===== src/rtl/ifu_fetch_pkg.sv =====
// ifu_fetch_pkg: shared definitions for the instruction fetch stage.
//   ifu_state_e   - fetch FSM states (IDLE, ADDR, DATA, OUT)
//   AXI_RESP_OKAY - AXI read response code for a good transfer
//   RESET_PC      - boot address, shared with the PC stage
//   NOP_INST      - canonical NOP (addi x0,x0,0), reserved for flush handling
package ifu_fetch_pkg;

  typedef enum logic [1:0] {
    IDLE = 2'd0,
    ADDR = 2'd1,
    DATA = 2'd2,
    OUT  = 2'd3
  } ifu_state_e;

  localparam logic [1:0]  AXI_RESP_OKAY = 2'b00;
  localparam logic [31:0] RESET_PC      = 32'h8000_0000;
  localparam logic [31:0] NOP_INST      = 32'h0000_0013;

endpackage


===== src/rtl/ifu_perf_cnt.sv =====
// ifu_perf_cnt: pair of 64-bit saturating event counters for the fetch stage.
//   clk, rst    - core clock, asynchronous active-high reset (clears both)
//   inc_fetch   - one completed fetch handed to decode this cycle
//   inc_stall   - fetch unit waiting on the AXI slave this cycle
//   perf_fetch  - completed fetch count
//   perf_stall  - bus wait cycle count
module ifu_perf_cnt
  import ifu_fetch_pkg::*;
(
  input  logic        clk,
  input  logic        rst,
  input  logic        inc_fetch,
  input  logic        inc_stall,
  output logic [63:0] perf_fetch,
  output logic [63:0] perf_stall
);

  logic [63:0] fetch_cnt_q, fetch_cnt_d;
  logic [63:0] stall_cnt_q, stall_cnt_d;

  // Counters stop at all-ones rather than wrapping.
  always_comb begin
    fetch_cnt_d = fetch_cnt_q;
    stall_cnt_d = stall_cnt_q;
    if (inc_fetch && (fetch_cnt_q != '1)) fetch_cnt_d = fetch_cnt_q + 64'd1;
    if (inc_stall && (stall_cnt_q != '1)) stall_cnt_d = stall_cnt_q + 64'd1;
  end

  always_ff @(posedge clk or posedge rst) begin
    if (rst) begin
      fetch_cnt_q <= '0;
      stall_cnt_q <= '0;
    end else begin
      fetch_cnt_q <= fetch_cnt_d;
      stall_cnt_q <= stall_cnt_d;
    end
  end

  assign perf_fetch = fetch_cnt_q;
  assign perf_stall = stall_cnt_q;

endmodule


===== src/rtl/ifu_fetch.sv =====
// ifu_fetch: instruction fetch stage. Captures PC on a Pvalid pulse, issues a
// single AXI4-Lite read and hands the instruction word to decode.
//   clk, rst        - core clock, asynchronous active-high reset
//   Pvalid/PC/Pready- fetch request from the PC stage (Pready = idle)
//   ar*/r*          - AXI4-Lite read channels to instruction memory
//   Inst/InstPC/Ierr/Ivalid/Iready - result handshake to decode
// Optional: define IFU_PERF_CNT_EN to add perf_fetch/perf_stall counters.
module ifu_fetch
  import ifu_fetch_pkg::*;
#(
  parameter int unsigned DATA_WIDTH = 32,
  parameter int unsigned ADDR_WIDTH = 32
) (
  input  logic                  clk,
  input  logic                  rst,
  input  logic                  Pvalid,
  input  logic [ADDR_WIDTH-1:0] PC,
  output logic                  Pready,
  output logic [ADDR_WIDTH-1:0] araddr,
  output logic                  arvalid,
  input  logic                  arready,
  input  logic [DATA_WIDTH-1:0] rdata,
  input  logic [1:0]            rresp,
  input  logic                  rvalid,
  output logic                  rready,
  output logic [DATA_WIDTH-1:0] Inst,
  output logic [ADDR_WIDTH-1:0] InstPC,
  output logic                  Ierr,
  output logic                  Ivalid,
  input  logic                  Iready
`ifdef IFU_PERF_CNT_EN
  ,
  output logic [63:0]           perf_fetch,
  output logic [63:0]           perf_stall
`endif
);

  ifu_state_e            state_q,   state_d;
  logic [ADDR_WIDTH-1:0] araddr_q,  araddr_d;
  logic                  arvalid_q, arvalid_d;
  logic                  rready_q,  rready_d;
  logic [DATA_WIDTH-1:0] inst_q,    inst_d;
  logic [ADDR_WIDTH-1:0] inst_pc_q, inst_pc_d;
  logic                  ierr_q,    ierr_d;
  logic                  ivalid_q,  ivalid_d;

  always_comb begin
    state_d   = state_q;
    araddr_d  = araddr_q;
    arvalid_d = arvalid_q;
    rready_d  = rready_q;
    inst_d    = inst_q;
    inst_pc_d = inst_pc_q;
    ierr_d    = ierr_q;
    ivalid_d  = ivalid_q;
    unique case (state_q)
      IDLE: begin
        if (Pvalid) begin
          inst_pc_d = PC;
          if (PC[1:0] == 2'b00) begin
            araddr_d  = PC;
            arvalid_d = 1'b1;
            state_d   = ADDR;
          end else begin
            // Misaligned PC faults straight to decode without touching the bus.
            inst_d   = '0;
            ierr_d   = 1'b1;
            ivalid_d = 1'b1;
            state_d  = OUT;
          end
        end
      end
      ADDR: begin
        if (arvalid_q && arready) begin
          arvalid_d = 1'b0;
          rready_d  = 1'b1;
          state_d   = DATA;
        end
      end
      DATA: begin
        if (rvalid && rready_q) begin
          inst_d   = rdata;
          ierr_d   = (rresp != AXI_RESP_OKAY);
          rready_d = 1'b0;
          ivalid_d = 1'b1;
          state_d  = OUT;
        end
      end
      OUT: begin
        if (ivalid_q && Iready) begin
          ivalid_d = 1'b0;
          ierr_d   = 1'b0;
          state_d  = IDLE;
        end
      end
      default: state_d = IDLE;
    endcase
  end

  always_ff @(posedge clk or posedge rst) begin
    if (rst) begin
      state_q   <= IDLE;
      araddr_q  <= '0;
      arvalid_q <= 1'b0;
      rready_q  <= 1'b0;
      inst_q    <= '0;
      inst_pc_q <= '0;
      ierr_q    <= 1'b0;
      ivalid_q  <= 1'b0;
    end else begin
      state_q   <= state_d;
      araddr_q  <= araddr_d;
      arvalid_q <= arvalid_d;
      rready_q  <= rready_d;
      inst_q    <= inst_d;
      inst_pc_q <= inst_pc_d;
      ierr_q    <= ierr_d;
      ivalid_q  <= ivalid_d;
    end
  end

  assign Pready  = (state_q == IDLE);
  assign araddr  = araddr_q;
  assign arvalid = arvalid_q;
  assign rready  = rready_q;
  assign Inst    = inst_q;
  assign InstPC  = inst_pc_q;
  assign Ierr    = ierr_q;
  assign Ivalid  = ivalid_q;

  // Upstream must wait for Pready; a request while busy is dropped.
  pvalid_while_busy_a: assert property (@(posedge clk) disable iff (rst)
    !(Pvalid && (state_q != IDLE)));

`ifdef IFU_PERF_CNT_EN
  logic perf_inc_fetch;
  logic perf_inc_stall;

  assign perf_inc_fetch = ivalid_q && Iready;
  assign perf_inc_stall = (state_q == ADDR) || (state_q == DATA);

  ifu_perf_cnt u_perf_cnt (
    .clk        (clk),
    .rst        (rst),
    .inc_fetch  (perf_inc_fetch),
    .inc_stall  (perf_inc_stall),
    .perf_fetch (perf_fetch),
    .perf_stall (perf_stall)
  );
`endif

endmodule


===== config.mk =====
export PLATFORM = sky130hd
export DESIGN_NAME = ifu_fetch
export DESIGN_NICKNAME = d
export VERILOG_FILES = /design/src/rtl/ifu_fetch_pkg.sv /design/src/rtl/ifu_perf_cnt.sv /design/src/rtl/ifu_fetch.sv
export SDC_FILE = /design/constraint.sdc
export NUM_CORES = 1
export LEC_CHECK = 0
export ABC_AREA = 1
export CAP_MARGIN = 20
export CELL_PAD_IN_SITES_DETAIL_PLACEMENT = 1
export CELL_PAD_IN_SITES_GLOBAL_PLACEMENT = 1
export CORE_MARGIN = 10
export CORE_UTILIZATION = 31
export CTS_CLUSTER_SIZE = 40
export DETAILED_ROUTE_END_ITERATION = 10
export GPL_ROUTABILITY_DRIVEN = 0
export PLACE_DENSITY_LB_ADDON = 0.1
export SKIP_LAST_GASP = 1
export SYNTH_ARGS = -nofsm -noshare
export SYNTH_HDL_FRONTEND = slang
export SYNTH_SLANG_ARGS = --single-unit
export TNS_END_PERCENT = 20

===== constraint.sdc =====
create_clock -name clk -period 4.1 [get_ports clk]
set_input_delay 0.82 -clock clk [delete_from_list [all_inputs] [get_ports clk]]
set_output_delay 0.82 -clock clk [all_outputs]
set_load 0.03 [all_outputs]

After elaboration in Yosys (flattened, before gate mapping)
Cells that the tools add are included.
{ "totals": {"regBits": 102, "latch_bits": 0, "mem_bits_rw": 0, "rom_bits": 0, "in_bits": 72, "wordCells": 58, "mem_count": 0} }
{ "op_classes": {"add_sub_neg": 0, "mul": 0, "n_div": 0, "magnitude_cmp": 0, "eq_ne": 9, "shift": 0, "mux": 24, "bitwise": 0, "n_reduce_logical": 17} }
{ "ops": {"columns": ["cell", "n"], "rows": [
  ["2-to-1 mux 32 bit", 3],
  ["case mux 32 bit (2 select lines)", 1],
  ["AND reduction 4 bit", 3],
  ["2-to-1 mux 1 bit", 10],
  ["2-to-1 mux 2 bit", 5],
  ["inequality test 2 bit, second input constant", 5],
  ["case mux 2 bit (4 select lines)", 1],
  ["nonzero test 2 bit", 4],
  ["case mux 1 bit (3 select lines)", 2],
  ["AND reduction 3 bit", 2],
  ["AND reduction 5 bit", 1],
  ["== test 2 bit, second input constant", 2],
  ["zero test 2 bit", 2],
  ["case mux 1 bit (2 select lines)", 2],
  ["logical AND 1 bit", 3],
  ["nonzero test 3 bit", 1],
  ["== test 2 x 1 -> 1 bit, second input constant", 1],
  ["inequality test 2 x 1 -> 1 bit, second input constant", 1],
  ["AND reduction 2 bit", 1]
]} }

Logic depth before layout (Yosys ltp)
Gate-level depths: netlist of run 1.
{ "depth": {"word_depth": 4, "depth_mapped": 10} }

Least setup slack after synthesis of run 1
OpenSTA, ideal clock, no wires.
{ "synth_path": {"kind": "register to output", "from": "register state_q[0]", "to": "output Pready", "arrival_ns": 0.890, "required_ns": 3.280, "path_slack_ns": 2.390, "path_stages_with_launch": 3, "n_path_buf": 0, "cell_sequence": "dfrtp_1 -> inv_1 -> ha_1"} }
{ "synth_between": {"elab_chain_len": 1} }
{ "synth_rtl": {"columns": ["element", "line", "text"], "rows": [
  ["from (decl)", "ifu_fetch.sv:38", "ifu_state_e state_q, state_d;"],
  ["from (signal assigned)", "ifu_fetch.sv:111", "state_q <= state_d;"],
  ["zero test 2 bit", "ifu_fetch.sv:122", "assign Pready = (state_q == IDLE);"],
  ["to (decl)", "ifu_fetch.sv:18", "output logic Pready,"]
]} }
No other way between the ends.

Worst setup path in the final report of run 1
Ends and elaborated chain as after synthesis.

==> flow_summary.toml, run 1 <==
[setup_path]
cp_cell_sequence = "inv_1 > ha_1 > clkdlybuf4s50_1"
crit_family = "buffers and inverters"
crit_slowest_cell = "clkdlybuf4s50_1"
worstPathArrival_ps = 1870
slowest_delay_ps = 700
reg2reg_slack_ps = 1590
crit_buf_inv = 2
cp-start-kind = "register"
cp_max_fo = 4
path_class = "register to output pin"
cp.required_ps = 3280
endpoint_kind = "output pin"

[timing]
min_period_ps = 2686
fin_ws_ps = 1414
setup-tns-final_ps = 0
drv_slew = 0
fmax_mhz = 372.2
fin_skew_ps = 5.019
rsz0062_at_grt = "no"
hold_viol_final = 0
min_period_over_period_pct = 65.52
worst_pin_slew_ps = 922.5
finalSetupViolations = 0
slew_headroom_pct = 38.43

[flow_run]
maxCapViolations = 0

[yosys]
yosysWarningCount = 0
synth_edf_count = 0
ys_ff_latch = 102
synth_area_leaders = "dfrtp_1 59%, nand2_1 16%, o21ai_0 6.8%, nand3b_1 5.5%, inv_1 3.8%"
synth.avg_cell_area_um2 = 8.952
synth_flop_cell = "dfrtp_1"
yosysTopAreaCell = "dfrtp_1"
synth.top_cell.area_share_pct = 58.91
ys_top_cells_by_count = "187 x nand2_1, 102 x dfrtp_1, 59 x o21ai_0, 44 x inv_1, 32 x nand3b_1"
yosysMostFrequentCell = "nand2_1"
ys_types = 19
async_flop_share_pct = 100.0
seq_area_frac_synth_pct = 58.91
synthesis.instances = 484
syn-num-nets = 562
syn-cell-area_um2 = 4333

[power]
p_per_area_nw_per_um2 = 873.3
p_sw_mw = 2.566
comb_power_share_pct = 54.2
p_int_mw = 3.097
ir_drop_v = 0.0003696
clkPwrFrac_pct = 15.4
sw_frac_of_total_pct = 45.31
pwr-share-seq_pct = 30.5
p_leak_nw = 3.106

[finish]
fill_cells = 1615
finalNetCount = 724
area_growth_syn_to_layout_pct = 49.64
layout-drive-gt1-share_pct = 4.455
n_antenna_cell = 0

[drt]
ant_nets = 0
routed_wl_um = 13660
vias_per_cell = 4.410
post-route-drc-count = 0
wl_per_cell_um = 16.43
drtIter0Drc = 134
vias = 3665
dr.pass1.iters = 4

[global_route]
grt_pass1_wl_um = 22290
grt_usage_pct = 14.14
grt_max_degree = 65
grt.overflow.total = 0
first_global_vias = 4026
antenna_found_initial = 0

[floorplan]
std_cell_rows = 43
ioPinCount = 173
coreArea_um2 = 13770
fp.dieW_um = 138.2
die_area_um2 = 19110
initial_core_util_pct = 31.46
fp.dieH_um = 138.2

[clock_tree]
cts_buffers = 9
clockRootBuffer = "clkbuf_16"
path_clk_slew_ps = 70
cts.htree.levels = 3
cts_hold_buffers = 0
cts_setup_buffers = 0
cts_buffer_depth = 2
clock_latency_ps = 340
cts_resized = 0
cts_num_sinks = 102
cts_tree = "yes"

[placement]
io_buffers = 172
post-place-ws_ps = 1167
dp_hpwl_um = 9928

[outcome]
outcome = "finished, final reports clean"

[hold_path]
min_path_type = "register to register"
## cells by family after synthesis
| kind of cell | count (synthesis) | synth area share (%) |
|---|---|---|
| fa+ha+maj | 6 | 1.733 |
| flops | 102 | 58.91 |
| simple gates | 237 | 23.91 |
| buf+inv | 72 | 7.710 |
| compound gates | 67 | 7.739 |
## power by group through the flow
stage	Sequential, mW	Combinational, mW	Clock (mW)
after floorplan	2.59	1.00	0
after global placement	1.72	3.07	0
after detailed placement	1.74	3.12	0
after CTS	1.73	3.13	0.900
after global routing	1.79	3.34	0.948
final	1.72	3.07	0.870
## tightest hold or removal path: stages, from the launching register on
cell	delay, ps
dfrtp_1	340
nand2_1	50
nand2_1	50
## final cells by class
cell class / instances / area (um^2) / share of cell area, %
clock inverters: 5 / 58.81 / 0.9070
inverters: 47 / 181.4 / 2.798
repair buffers: 176 / 1777 / 27.40
well taps: 180 / 225.2 / 3.474
clock buffers: 11 / 242.7 / 3.744
flip-flops and latches: 102 / 2552 / 39.37
multi-input cells: 310 / 1446 / 22.31
## metrics by stage
stage / power [mW] / cell area [um^2] / util (%) / hold WS, ps / std cells
finish: 5.662 / 6484 / 47.07 / 472.5 / 831
global route: 6.080 / 6484 / 47.07 / 491.1 / 831
CTS: 5.757 / 6464 / 46.93 / 476.6 / 830
detailed placement: 4.857 / 6162 / 44.74 / 460.0 / 814
global placement: 4.794 / 6162 / 44.74 / 452.6 / 814
floorplan: 3.589 / 4333 / - / 608.9 / 484
## layer usage
metal	global-route usage, %	share of wire, %	vias to the layer above
met2	23.09	48	92
met4	3.718	1.1	0
met5	0	0	-
li1	-	-	1815
met1	17.01	44	1747
met3	5.445	7.2	11
## sequential cells by signal, indices dropped and copies added (netlist names)
register and cells:
Ivalid 1, rready 1, InstPC 32, araddr 32, arvalid 1, Ierr 1
state_q 2, Inst 32
## final timing paths
check / startpoint / to / cells past startpoint
min in group asynchronous: rst / araddr[16] / 2
worst min-delay path: Ierr / Ierr / 2
max in group asynchronous: rst / Inst[2] / 3
worst min register to register: Ierr / Ierr / 2
worst max-delay path: state_q[0] / Pready / 3
worst max register to register: state_q[0] / Inst[11] / 8
## cell usage in the layout (no fill, tap or decap), drive strengths merged
| cell | instances |
|---|---|
| clkinv | 2 |
| inv | 47 |
| nand3b | 32 |
| clkbuf | 11 |
| o21ai | 67 |
| clkdlybuf4s50 | 172 |
| nand3 | 3 |
| dfrtp | 102 |
| bufinv | 1 |
| buf | 4 |
| ha | 6 |
| nand2 | 192 |
| nor2 | 10 |
| clkinvlp | 2 |
(Power assumes the default switching activity.)
==> inputs of run 2 (changes only) <==
--- a/config.mk
+++ b/config.mk
@@ -10,7 +10,7 @@
 export CELL_PAD_IN_SITES_DETAIL_PLACEMENT = 1
 export CELL_PAD_IN_SITES_GLOBAL_PLACEMENT = 1
 export CORE_MARGIN = 10
-export CORE_UTILIZATION = 31
+export CORE_UTILIZATION = 28
 export CTS_CLUSTER_SIZE = 40
 export DETAILED_ROUTE_END_ITERATION = 10
 export GPL_ROUTABILITY_DRIVEN = 0
==> constraint.sdc (replaced) <==
create_clock -name clk -period 2.35 [get_ports clk]
set_input_delay 0.47 -clock clk [delete_from_list [all_inputs] [get_ports clk]]
set_output_delay 0.47 -clock clk [all_outputs]
set_load 0.03 [all_outputs]
==> run 2 against run 1 <==
Net effect: power up 75%; sequential power up 75%; design area up 0.73%; routed wire length up 4.7%; combinational power up 77%; flip-flop and latch count unchanged; sequential share of layout area down 0.29 points; count of clock-buffer cells in the layout up 1; first-iteration DRC count up 7.5%; clock power up 71%; die area up 9.1%; core utilization down 4.1 points.
==> flow_summary.toml, run 2 (synthesis results as in run 1) <==
[hold_path]
hold_start = "Inst[22]"
whs_path_depth = 2
hold_end = "Inst[22]"
min_path_type = "register to register"

[timing]
rsz0062_at_grt = "no"
setup-tns-final_ps = 0
fin_skew_ps = 8.592
fmax_mhz = 482.7
worst_pin_slew_ps = 562.7
finalSetupViolations = 0
drv_slew = 0
slew_headroom_pct = 62.48
min_period_ps = 2072
hold_viol_final = 0
min_period_over_period_pct = 88.15

[clock_tree]
cts_tree = "yes"
cts_buffer_depth = 2
cts_num_sinks = 102
clock_latency_ps = 360
clockRootBuffer = "clkbuf_16"
path_clk_slew_ps = 70
cts.htree.levels = 3
cts_buffers = 9
cts_setup_buffers = 0

[drt]
drtIter0Drc = 144
vias_per_cell = 4.438
routed_wl_um = 14290
dr.pass1.iters = 4
wl_per_cell_um = 16.96
post-route-drc-count = 0
ant_nets = 0
vias = 3741

[finish]
fin_cells = 843
finalNetCount = 728
layout_common_cells = "187 x nand2_1, 171 x clkdlybuf4s50_1, 102 x dfrtp_1, 59 x o21ai_0, 43 x inv_1"
seqCellArea_um2 = 2552
area_growth_syn_to_layout_pct = 50.74
layout-drive-gt1-share_pct = 5.191
final_common_cell = "nand2_1"
multi_input_area_um2 = 1446
n_antenna_cell = 0
fill_cells = 1762

[setup_path]
cp.required_ps = 1880
path_class = "register to output pin"
worstPathArrival_ps = 1600
crit_family = "buffers and inverters"
crit_slowest_cell = "dlygate4sd2_1"
r2r_end = "Inst[17]"
crit_buf_inv = 2
cp_cell_sequence = "inv_1 > ha_1 > dlygate4sd2_1"
endpoint_kind = "output pin"
reg2reg_slack_ps = 530
rr_startpoint = "state_q[0]"
slowest_delay_ps = 430
cp-start-kind = "register"
cp_max_fo = 4
r2r_cells = 8

[global_route]
grt_pass1_wl_um = 22400
grt_max_degree = 103
antenna_found_initial = 0
grt.overflow.total = 0
grt_usage_pct = 13.81
first_global_vias = 4088

[placement]
io_buffers = 172
dp_hpwl_um = 10500
dp.cells = 827

[floorplan]
std_cell_rows = 45
initial_core_util_pct = 28.50
coreArea_um2 = 15200
die_area_um2 = 20850
fp.dieW_um = 144.4
ioPinCount = 173
fp.dieH_um = 144.4

[power]
p_leak_nw = 3.132
ir_drop_v = 0.0006643
p_per_area_nw_per_um2 = 1521
power_mw = 9.932

[outcome]
outcome = "finished, final reports clean"

[flow_run]
maxCapViolations = 0
==> run 2: final cells by class <==
type	count	area share [%]
flip-flops and latches	102	39.08
repair buffers	180	27.84
multi-input cells	310	22.15
clock buffers	12	4.080
well taps	188	3.602
inverters	47	2.797
clock inverters	4	0.4598
==> run 2: how the worst max path moves through the flow <==
stage | depth (start not counted) | to | slack, ps | startpoint
after floorplan | 1 | Ierr | 660 | rst
after global placement | 8 | Inst[1] | 330 | rvalid
after detailed placement | 8 | Inst[17] | 290 | rvalid
after CTS | 3 | Pready | 240 | state_q[0]
after global routing | 3 | Pready | 160 | state_q[0]
final | 3 | Pready | 280 | state_q[0]
==> run 2: tightest hold or removal path, stage by stage (launching register included) <==
cell and delay (ps):
dfrtp_1 340, nand2_1 60, nand2_1 50
==> run 2: power by group <==
part	switching [mW]	internal, mW	leakage (nW)	total, mW
clock network	0.678	0.808	0.145	1.49
registers	0.454	2.55	1.30	3.01
logic	3.39	2.04	1.69	5.44
total	4.53	5.41	3.13	9.93
==> run 2: routing by layer <==
layer	GRT usage, %	wire length [um]	up-vias
li1	-	-	1828
met1	15.86	5936	1804
met2	22.59	6905	100
met3	6.625	1329	9
met4	3.511	123	0
met5	0	0	-
==> run 2: repair_timing <==
item                                    CTS  global route
hold buffers                              0             0
gates resized for setup                   1             0
endpoints found under the setup margin    1             0
==> run 2: per-stage QoR <==
step	utilization, %	instance area, um^2	hold WS, ps	setup slack (ps)
3_3_place_gp	41.02	6236	452.8	333.1
6_report	42.96	6531	479.0	278.4
3_5_place_dp	41.02	6236	462.7	290.5
5_1_grt	42.96	6531	505.8	164.2
4_1_cts	42.96	6531	479.2	239.5
2_1_floorplan	-	4337	608.9	662.4
